File: src/rtl/ir_pkg.sv
// Shared types and per-car timing tables for the IR packet generator.
// Region lengths are in carrier periods; half_period is in clock cycles.
package ir_pkg;

    localparam int NUM_CARS  = 4;
    localparam int CMD_RIGHT = 0;
    localparam int CMD_LEFT  = 1;
    localparam int CMD_BACK  = 2;
    localparam int CMD_FWD   = 3;

    typedef enum logic [1:0] {BLUE, YELLOW, GREEN, RED} car_e;

    typedef enum logic [2:0] {
        S_IDLE, S_START, S_GAP, S_SELECT, S_RIGHT, S_LEFT, S_BACK, S_FWD
    } pkt_state_e;

    typedef struct packed {
        logic [15:0] half_period;
        logic [7:0]  start;
        logic [7:0]  gap;
        logic [7:0]  select;
        logic [7:0]  assert_n;
        logic [7:0]  deassert_n;
    } car_timing_t;

    typedef car_timing_t [0:NUM_CARS-1] car_table_t;

    localparam int unsigned CAR_CARRIER_HZ [NUM_CARS] = '{36_000, 40_000, 37_500, 36_000};

    // half_period here assumes a 100 MHz clock; scale_timing recomputes it for the real clock.
    localparam car_table_t CAR_TIMING = '{
        '{16'd1389, 8'd191, 8'd25, 8'd47, 8'd47, 8'd22},
        '{16'd1250, 8'd88,  8'd40, 8'd22, 8'd44, 8'd22},
        '{16'd1333, 8'd88,  8'd40, 8'd44, 8'd44, 8'd22},
        '{16'd1389, 8'd192, 8'd24, 8'd24, 8'd48, 8'd24}
    };

    function automatic car_table_t scale_timing(input int unsigned clk_hz);
        car_table_t t;
        t = CAR_TIMING;
        for (int i = 0; i < NUM_CARS; i++) begin
            t[i].half_period = 16'(clk_hz / (2 * CAR_CARRIER_HZ[i]));
        end
        return t;
    endfunction

    function automatic int unsigned max_half(input car_table_t t);
        int unsigned m;
        m = 0;
        for (int i = 0; i < NUM_CARS; i++) begin
            if (32'(t[i].half_period) > m) begin
                m = 32'(t[i].half_period);
            end
        end
        return m;
    endfunction

endpackage

File: src/rtl/ir_carrier_gen.sv
// Square-wave carrier: high for half_last+1 cycles, then low for the same,
// with a pulse on the last cycle of each full period.
module ir_carrier_gen #(
    parameter int HW = 11
) (
    input  logic          clk,
    input  logic          reset,
    input  logic          restart,
    input  logic [HW-1:0] half_last,
    output logic          carrier,
    output logic          period_done
);

    logic [HW-1:0] cnt_q, cnt_d;
    logic          level_q, level_d;

    // Restart puts the carrier at the start of a high phase on the next cycle.
    always_comb begin
        cnt_d   = cnt_q + 1'b1;
        level_d = level_q;
        if (restart) begin
            cnt_d   = '0;
            level_d = 1'b1;
        end else if (cnt_q == half_last) begin
            cnt_d   = '0;
            level_d = ~level_q;
        end
    end

    always_ff @(posedge clk) begin
        if (reset) begin
            cnt_q   <= '0;
            level_q <= 1'b0;
        end else begin
            cnt_q   <= cnt_d;
            level_q <= level_d;
        end
    end

    assign carrier     = level_q;
    assign period_done = !level_q && (cnt_q == half_last);

endmodule

File: src/rtl/ir_packet_generator.sv
// Periodically sends a car-specific modulated IR packet carrying the latched
// drive command: START, SELECT and four direction bursts separated by gaps.
module ir_packet_generator
    import ir_pkg::*;
#(
    parameter int unsigned CLK_FREQ_HZ               = 100_000_000,
    parameter int unsigned TRANSMISSION_FREQUENCY_HZ = 10,
    parameter int unsigned CAR_COUNT                 = 4,
    parameter int unsigned CMD_LEN                   = 4
) (
    input  logic                         CLK,
    input  logic                         RESET,
    input  logic [CMD_LEN-1:0]           COMMAND,
    input  logic [$clog2(CAR_COUNT)-1:0] CAR_SWITCHES,
    output logic [$clog2(CAR_COUNT)-1:0] LEDS,
    output logic                         IR_LED,
    output logic                         BUSY
);

    localparam int unsigned SEND_PERIOD = CLK_FREQ_HZ / TRANSMISSION_FREQUENCY_HZ;
    localparam int          SW          = (SEND_PERIOD > 1) ? $clog2(SEND_PERIOD) : 1;
    localparam logic [SW-1:0] SEND_LAST = SW'(SEND_PERIOD - 1);
    localparam int          CS          = $clog2(CAR_COUNT);
    localparam car_table_t  TIMING      = scale_timing(CLK_FREQ_HZ);
    localparam int unsigned MAX_HALF    = max_half(TIMING);
    localparam int          HW          = (MAX_HALF > 1) ? $clog2(MAX_HALF) : 1;

    logic [SW-1:0]      send_cnt_q, send_cnt_d;
    logic               trigger;
    pkt_state_e         state_q, state_d;
    pkt_state_e         next_burst_q, next_burst_d;
    logic [7:0]         per_cnt_q, per_cnt_d;
    logic [CMD_LEN-1:0] cmd_q, cmd_d;
    logic [CS-1:0]      car_q, car_d;
    logic [7:0]         region_len;
    logic               restart;
    logic               carrier;
    logic               period_done;
    logic [HW-1:0]      half_last;

    assign trigger    = (send_cnt_q == SEND_LAST);
    assign send_cnt_d = trigger ? '0 : send_cnt_q + 1'b1;
    assign half_last  = HW'(TIMING[car_q].half_period - 16'd1);

    always_comb begin
        region_len = 8'd1;
        case (state_q)
            S_START:  region_len = TIMING[car_q].start;
            S_GAP:    region_len = TIMING[car_q].gap;
            S_SELECT: region_len = TIMING[car_q].select;
            S_RIGHT:  region_len = cmd_q[CMD_RIGHT] ? TIMING[car_q].assert_n : TIMING[car_q].deassert_n;
            S_LEFT:   region_len = cmd_q[CMD_LEFT]  ? TIMING[car_q].assert_n : TIMING[car_q].deassert_n;
            S_BACK:   region_len = cmd_q[CMD_BACK]  ? TIMING[car_q].assert_n : TIMING[car_q].deassert_n;
            S_FWD:    region_len = cmd_q[CMD_FWD]   ? TIMING[car_q].assert_n : TIMING[car_q].deassert_n;
            default:  region_len = 8'd1;
        endcase
    end

    // The shared GAP state remembers which burst follows it in next_burst_q.
    always_comb begin
        state_d      = state_q;
        next_burst_d = next_burst_q;
        per_cnt_d    = per_cnt_q;
        cmd_d        = cmd_q;
        car_d        = car_q;
        restart      = 1'b0;
        if (state_q == S_IDLE) begin
            if (trigger) begin
                state_d   = S_START;
                cmd_d     = COMMAND;
                car_d     = CAR_SWITCHES;
                per_cnt_d = '0;
                restart   = 1'b1;
            end
        end else if (period_done) begin
            if (per_cnt_q == region_len - 8'd1) begin
                per_cnt_d = '0;
                case (state_q)
                    S_START:  begin state_d = S_GAP; next_burst_d = S_SELECT; end
                    S_SELECT: begin state_d = S_GAP; next_burst_d = S_RIGHT;  end
                    S_RIGHT:  begin state_d = S_GAP; next_burst_d = S_LEFT;   end
                    S_LEFT:   begin state_d = S_GAP; next_burst_d = S_BACK;   end
                    S_BACK:   begin state_d = S_GAP; next_burst_d = S_FWD;    end
                    S_GAP:    state_d = next_burst_q;
                    default:  state_d = S_IDLE;
                endcase
            end else begin
                per_cnt_d = per_cnt_q + 8'd1;
            end
        end
    end

    always_ff @(posedge CLK) begin
        if (RESET) begin
            send_cnt_q   <= '0;
            state_q      <= S_IDLE;
            next_burst_q <= S_IDLE;
            per_cnt_q    <= '0;
            cmd_q        <= '0;
            car_q        <= '0;
        end else begin
            send_cnt_q   <= send_cnt_d;
            state_q      <= state_d;
            next_burst_q <= next_burst_d;
            per_cnt_q    <= per_cnt_d;
            cmd_q        <= cmd_d;
            car_q        <= car_d;
        end
    end

    ir_carrier_gen #(
        .HW(HW)
    ) u_carrier (
        .clk         (CLK),
        .reset       (RESET),
        .restart     (restart),
        .half_last   (half_last),
        .carrier     (carrier),
        .period_done (period_done)
    );

    assign BUSY   = (state_q != S_IDLE);
    assign LEDS   = car_q;
    assign IR_LED = carrier && (state_q != S_IDLE) && (state_q != S_GAP);

endmodule
File: config.mk
export PLATFORM = sky130hd
export DESIGN_NAME = ir_packet_generator
export DESIGN_NICKNAME = d
export VERILOG_FILES = /design/src/rtl/ir_pkg.sv /design/src/rtl/ir_carrier_gen.sv /design/src/rtl/ir_packet_generator.sv
export SDC_FILE = /design/constraint.sdc
export NUM_CORES = 1
export LEC_CHECK = 0
export CAP_MARGIN = 10
export CORE_ASPECT_RATIO = 1.25
export CORE_UTILIZATION = 61
export DETAILED_ROUTE_END_ITERATION = 8
export HOLD_SLACK_MARGIN = 0.12
export PLACE_DENSITY = 0.8
export SLEW_MARGIN = 20
export SYNTH_ARGS = -nofsm -noshare
export SYNTH_HDL_FRONTEND = slang
export SYNTH_SLANG_ARGS = --single-unit
File: constraint.sdc
create_clock -name CLK -period 3.7 [get_ports CLK]
set_input_delay 0.925 -clock CLK [delete_from_list [all_inputs] [get_ports CLK]]
set_output_delay 0.925 -clock CLK [all_outputs]
set_load 0.01 [all_outputs]
# Yosys cells after proc, flatten, opt, wreduce, memory -nomap -nowiden
# Cells that the tools add are included.
[totals]
wordCells = 68
reg_bits = 56
[classes]
n_mux = 22
reduce_logical = 17
n_addsub = 5
bitwise = 3
eq_ne = 12
order_cmp = 1
[op_table]
columns = ["op", "n"]
rows = [
  ["$bmux W56 S2", 1],
  ["$mux W51", 2],
  ["$mux W8", 8],
  ["$pmux W8 S7", 1],
  ["$add A24 B1 Y24 const B", 1],
  ["$eq A24 B24 Y1 const B", 1],
  ["$pmux W3 S5", 1],
  ["$eq A3 B3 Y1 const B", 4],
  ["$mux W3", 4],
  ["$add A11 B1 Y11 const B", 1],
  ["$eq A11 B11 Y1", 1],
  ["$sub A11 B1 Y11 const B", 1],
  ["$add A8 B1 Y8 const B", 1],
  ["$eq A8 B8 Y1", 1],
  ["$sub A8 B1 Y8 const B", 1],
  ["$eq A3 B2 Y1 const B", 2],
  ["$pmux W3 S2", 1],
  ["$reduce_bool A2 Y1", 3],
  ["$reduce_bool A5 Y1", 1],
  ["$reduce_or A5 Y1", 1],
  ["$mux W1", 4],
  ["$reduce_and A2 Y1", 2],
  ["$reduce_and A4 Y1", 1],
  ["$eq A3 B1 Y1 const B", 1],
  ["other kinds (12)", 15],
]

# Depth between registers and ports, before layout
[logic_depth]
word_depth = 11
ltp_mapped = 14

# Cells and area by module
# Synthesis repeated with hierarchy kept, for this count alone.
[unflattened]
cells_unflattened = 442
area_unflattened_um2 = 3709.8
[by_module_without_submodules]
columns = ["mod", "area_each_um2", "seq_area_each_um2", "cells_each", "instances"]
rows = [
  ["ir_packet_generator", 3042.9, 880.8, 373, 1],
  ["ir_carrier_gen", 666.9, 240.2, 69, 1],
]

# Least setup slack after synthesis
# OpenSTA, ideal clock, no wires.
[synth_timing]
kind = "flip-flop to flip-flop"
startpoint = "register car_q[0] (netlist: LEDS[0])"
endpoint = "register next_burst_q[0]"
setup_ns = 0.121
path_slack_ns = 0.409
required_time_ns = 3.579
path_stages_with_launch = 15
arrival_ns = 3.170
cell_sequence = "dfxtp_1 -> inv_1 -> ha_1 -> nor3b_1 -> a31o_2 -> a22o_1 -> nor2_1 -> ha_1 -> and2_1 -> and4_1 -> o21ai_1 -> o211ai_1 -> nand4_2 -> or4_4 -> mux2_4"
[synth_via]
elab_chain_len = 9
word_cells_on_any_way = 15
cone_classes = "2 x add/sub; 2 x eq/ne; 8 x mux; 1 x bitwise; 2 x reduce/logical"
[synth_lines]
columns = ["item", "line_no", "rtl"]
rows = [
  ["from (decl)", "ir_packet_generator.sv:34", "logic [CS-1:0] car_q, car_d;"],
  ["from (signal assigned)", "ir_packet_generator.sv:107", "car_q <= car_d;"],
  ["$not A2 Y3 (implied by the code) *", "-", ""],
  ["$bmux W56 S2 *", "-", ""],
  ["$mux W51 (implied by the code) * (2 in a row)", "-", ""],
  ["$mux W8 (on tied branches)", "-", ""],
  ["$pmux W8 S7", "ir_packet_generator.sv:47", "case (state_q)"],
  ["$sub A8 B1 Y8", "ir_packet_generator.sv:76", "if (per_cnt_q == region_len - 8'd1) begin"],
  ["$eq A8 B8 Y1", "ir_packet_generator.sv:76", ""],
  ["$reduce_and A4 Y1 (no line) *", "-", ""],
  ["to (signal assigned)", "ir_packet_generator.sv:104", "next_burst_q <= next_burst_d;"],
  ["to (decl)", "ir_packet_generator.sv:31", "pkt_state_e next_burst_q, next_burst_d;"],
]
# Mark *: on every way between the ends. The rest lies on a longest branch, timed or not. The select of a mux whose other input is x is not followed.
# A chain may end at the register's enable or synchronous reset.

# Final worst setup path
[layout_timing]
startpoint = "register car_q[1] (netlist: LEDS[1])"
endpoint = "register next_burst_q[0]"
# The elaborated chain is that of the path after synthesis.

==> implementation parameters <==
Parameter                              Value

Run status
  Result of the run    complete, no violations

Detailed routing
  Routed vias    between 2k and 3k
  Drt initial violations    99
  Routed len/inst    between 10 and 15 um
  Routed wire length    between 6000 and 7000 um
  Number of design rule violations left after detail routing    0
  Drt pass-1 iters    4
  Routed via count divided by cell count    between 5 and 6
  DRT antenna net count    0

Synthesis
  Synth Instances    398
  Avg Inst Size Synth    around 8.4 um2
  Synth area leaders    sky130_fd_sc_hd__dfxtp_1 (33%), sky130_fd_sc_hd__xor2_1 (7.3%), sky130_fd_sc_hd__nor2_1 (6.6%), sky130_fd_sc_hd__xnor2_1 (4.7%), sky130_fd_sc_hd__ha_1 (4.1%)
  Area leader, netlist    sky130_fd_sc_hd__dfxtp_1
  Number of flops mapped to enable cells by yosys    0
  Area share of the largest cell type after synthesis    between 30% and 40%
  Yosys synthesis warning count    0
  Synthesized netlist net count    between 400 and 500
  Proportion of synthesized chip area in sequential cells    between 30% and 40%
  Most used flip-flop cell after synthesis    sky130_fd_sc_hd__dfxtp_1
  Post-synth ARST share    0%
  Syn Std Cell Area    3350 um2
  #FFs+latches synth    56
  Distinct cell type count of the synthesized netlist    approximately 60
  Most used standard cells in the synthesized netlist    sky130_fd_sc_hd__nor2_1 (59), sky130_fd_sc_hd__dfxtp_1 (56), sky130_fd_sc_hd__xor2_1 (28)
  Cell with the most instances after synthesis    sky130_fd_sc_hd__nor2_1

Timing
  Transition at the pin with the smallest max-transition slack    around 0.83 ns
  Worst Clk Skew    between 0.003 and 0.004 ns
  Maximum clock frequency    between 200 and 300 MHz
  Total negative setup slack    0 ns
  Final Critical Period    3.52 ns
  Count of pins over their slew limit    0
  Slew margin rel.    44.9%
  Finish-stage setup viols    0
  Final clock period utilization by the worst path    a little over nine tenths
  Setup repair after global routing missed its margin    false
  Final count of hold timing violations    0

Power
  Overall power consumption    0.982 mW
  Max VDD drop    roughly 230 uV
  P_leak    1.33 nW
  Total power per unit cell area    ~270 nW/um2

Critical path
  Crit path DAT    between 3 and 4 ns
  Sort of element at the start of the critical path    flip-flop
  Cell depth of the worst flop-to-flop path    14
  Worst setup EP type    flip-flop
  Worst setup path class    flip-flop to flip-flop
  Required time at the worst-slack endpoint    ~3.9 ns
  Largest fanout on the critical path    8

Clocking
  Total clock buffers created by CTS    5
  Clock Path Buffers    2
  Clock latency at the later pin of the worst-skew pair    about 0.30 ns
  Clock tree from TritonCTS    built
  CTS Hold Bufs    0
  CTS HTree Levels    2
  Clock-pin slew reported for the worst setup and hold paths after clock tree synthesis    about 0.090 ns
  Clock sinks    56
  Clock root buffer master    sky130_fd_sc_hd__clkbuf_8

Placed design
  Cell area after placement    ~3500 um2
  Final estimated routing congestion in global placement    0.827
  Input/output buffers    11
  HPWL after detailed placement    4990 um

Worst hold path
  Hold Crit Depth    1
  Tightest Hold Check Type    flip-flop to flip-flop

Die
  Floorplan Core Area    approximately 5200 um2
  Vertical die dimension    84.8 um
  Top-level I/O count    12
  Standard-cell row count    29
  Initial Utilization    around 65%
  Die X-Extent    just under 70 um
  Area of the die    around 5800 um2

Cells and area
  Number of nets in the layout    around 430
  Antenna Diode Count    0
  Post-layout instance area    3630 um2
  Area grow syn2layout    8.45%
  Share of layout cells above drive strength 1    under 10%

GRT
  Initial antenna violation count    0
  Total routing usage reported by global routing    about a quarter
  Via count of the first global-routing pass    roughly 2.6k
  Pin count of the biggest net entering global routing    27
  Final global-route overflow total    0
  First-pass GRT wire length    roughly 11000 um

Run
  Maxcap violations    0
==> critical path: stages (launching register included) <==
cell	delay [ns]
sky130_fd_sc_hd__dfxtp_1	0.48
sky130_fd_sc_hd__inv_1	0.12
sky130_fd_sc_hd__ha_1	0.27
sky130_fd_sc_hd__nor3b_1	0.18
sky130_fd_sc_hd__a31o_2	0.24
sky130_fd_sc_hd__a22o_1	0.18
sky130_fd_sc_hd__nor2_1	0.09
sky130_fd_sc_hd__ha_1	0.17
sky130_fd_sc_hd__and2_1	0.20
sky130_fd_sc_hd__and4_1	0.21
sky130_fd_sc_hd__o21ai_1	0.06
sky130_fd_sc_hd__o211ai_1	0.12
sky130_fd_sc_hd__nand4_2	0.20
sky130_fd_sc_hd__or4_4	0.56
sky130_fd_sc_hd__mux2_4	0.31
==> cells by family after synthesis <==
kind of cell	count (synthesis)	synth area share [%]
simple gates	194	31.3
mux	14	4.75
compound gates	48	10.8
xor+xnor	46	12.0
flops	56	33.5
fa+ha+maj	11	4.11
buf+inv	29	3.55
==> cell type report <==
cell class                      count  area [um2]
Clock buffer                        7        86.3
Clock inverter                      1        7.51
Fill cell                         442        1560
Inverter                           12        45.0
Multi-Input combinational cell    313        2110
Sequential cell                    56        1120
Tap cell                           62        77.6
Timing Repair Buffer               20         178
==> cell usage in the layout, fill, tap and decap left out, drive strengths merged, types with 9 or more instances in the layout <==
| cell type | n |
|---|---|
| nor2b | 15 |
| xor2 | 28 |
| xnor2 | 18 |
| inv | 12 |
| nand3 | 17 |
| dfxtp | 56 |
| nand4 | 9 |
| nand2 | 25 |
| ha | 11 |
| nor3 | 15 |
| clkdlybuf4s50 | 11 |
| nor2 | 59 |
| buf | 9 |
==> worst paths after layout <==
check | start | end | slack (ns)
setup reg to reg | LEDS[1] | next_burst_q[0] | 0.18
hold reg to reg | send_cnt_q[0] | send_cnt_q[0] | 0.48
setup / recovery | LEDS[1] | next_burst_q[0] | 0.18
hold / removal | send_cnt_q[0] | send_cnt_q[0] | 0.48
==> where the power goes <==
part           total [mW]  switching (mW)  leakage, nW  internal [mW]
sequential          0.615         0.00693        0.453          0.608
clock               0.336           0.183       0.0445          0.152
combinational      0.0323          0.0173        0.834         0.0150
==> per-layer routing <==
layer  share of wire (%)  vias to the layer above  wire length [um]  GRT usage (%)
met2                  51                       44              3400           41.4
met5                   0                        -                 0              0
li1                    -                     1414                 -              -
met1                  44                     1327              2940           29.9
met4                 1.9                        0               127           9.85
met3                 2.6                       14               174           4.70
==> metrics by stage <==
step                setup WS (ns)  instances  hold slack, ns  utilization (%)
global placement            0.270        463           0.459             68.0
detailed placement          0.169        463           0.467             68.0
finish                      0.182        471           0.484             70.0
floorplan                   0.409        398           0.441                -
CTS                         0.154        471           0.486             69.8
global route               0.0332        471           0.498             70.0
==> sequential cells by signal, indices dropped and copies added, names as in the netlist <==
name,cells
u_carrier.cnt_q,11
per_cnt_q,8
u_carrier.carrier,1
LEDS,2
cmd_q,4
next_burst_q,3
state_q,3
send_cnt_q,24
==> what timing repair did <==
action | in CTS | in global routing
setup buffers | 0 | 0
gates resized for setup | 0 | 2
endpoints found under the setup margin | 0 | 2
Note: power is estimated with default switching activity, not from simulation.
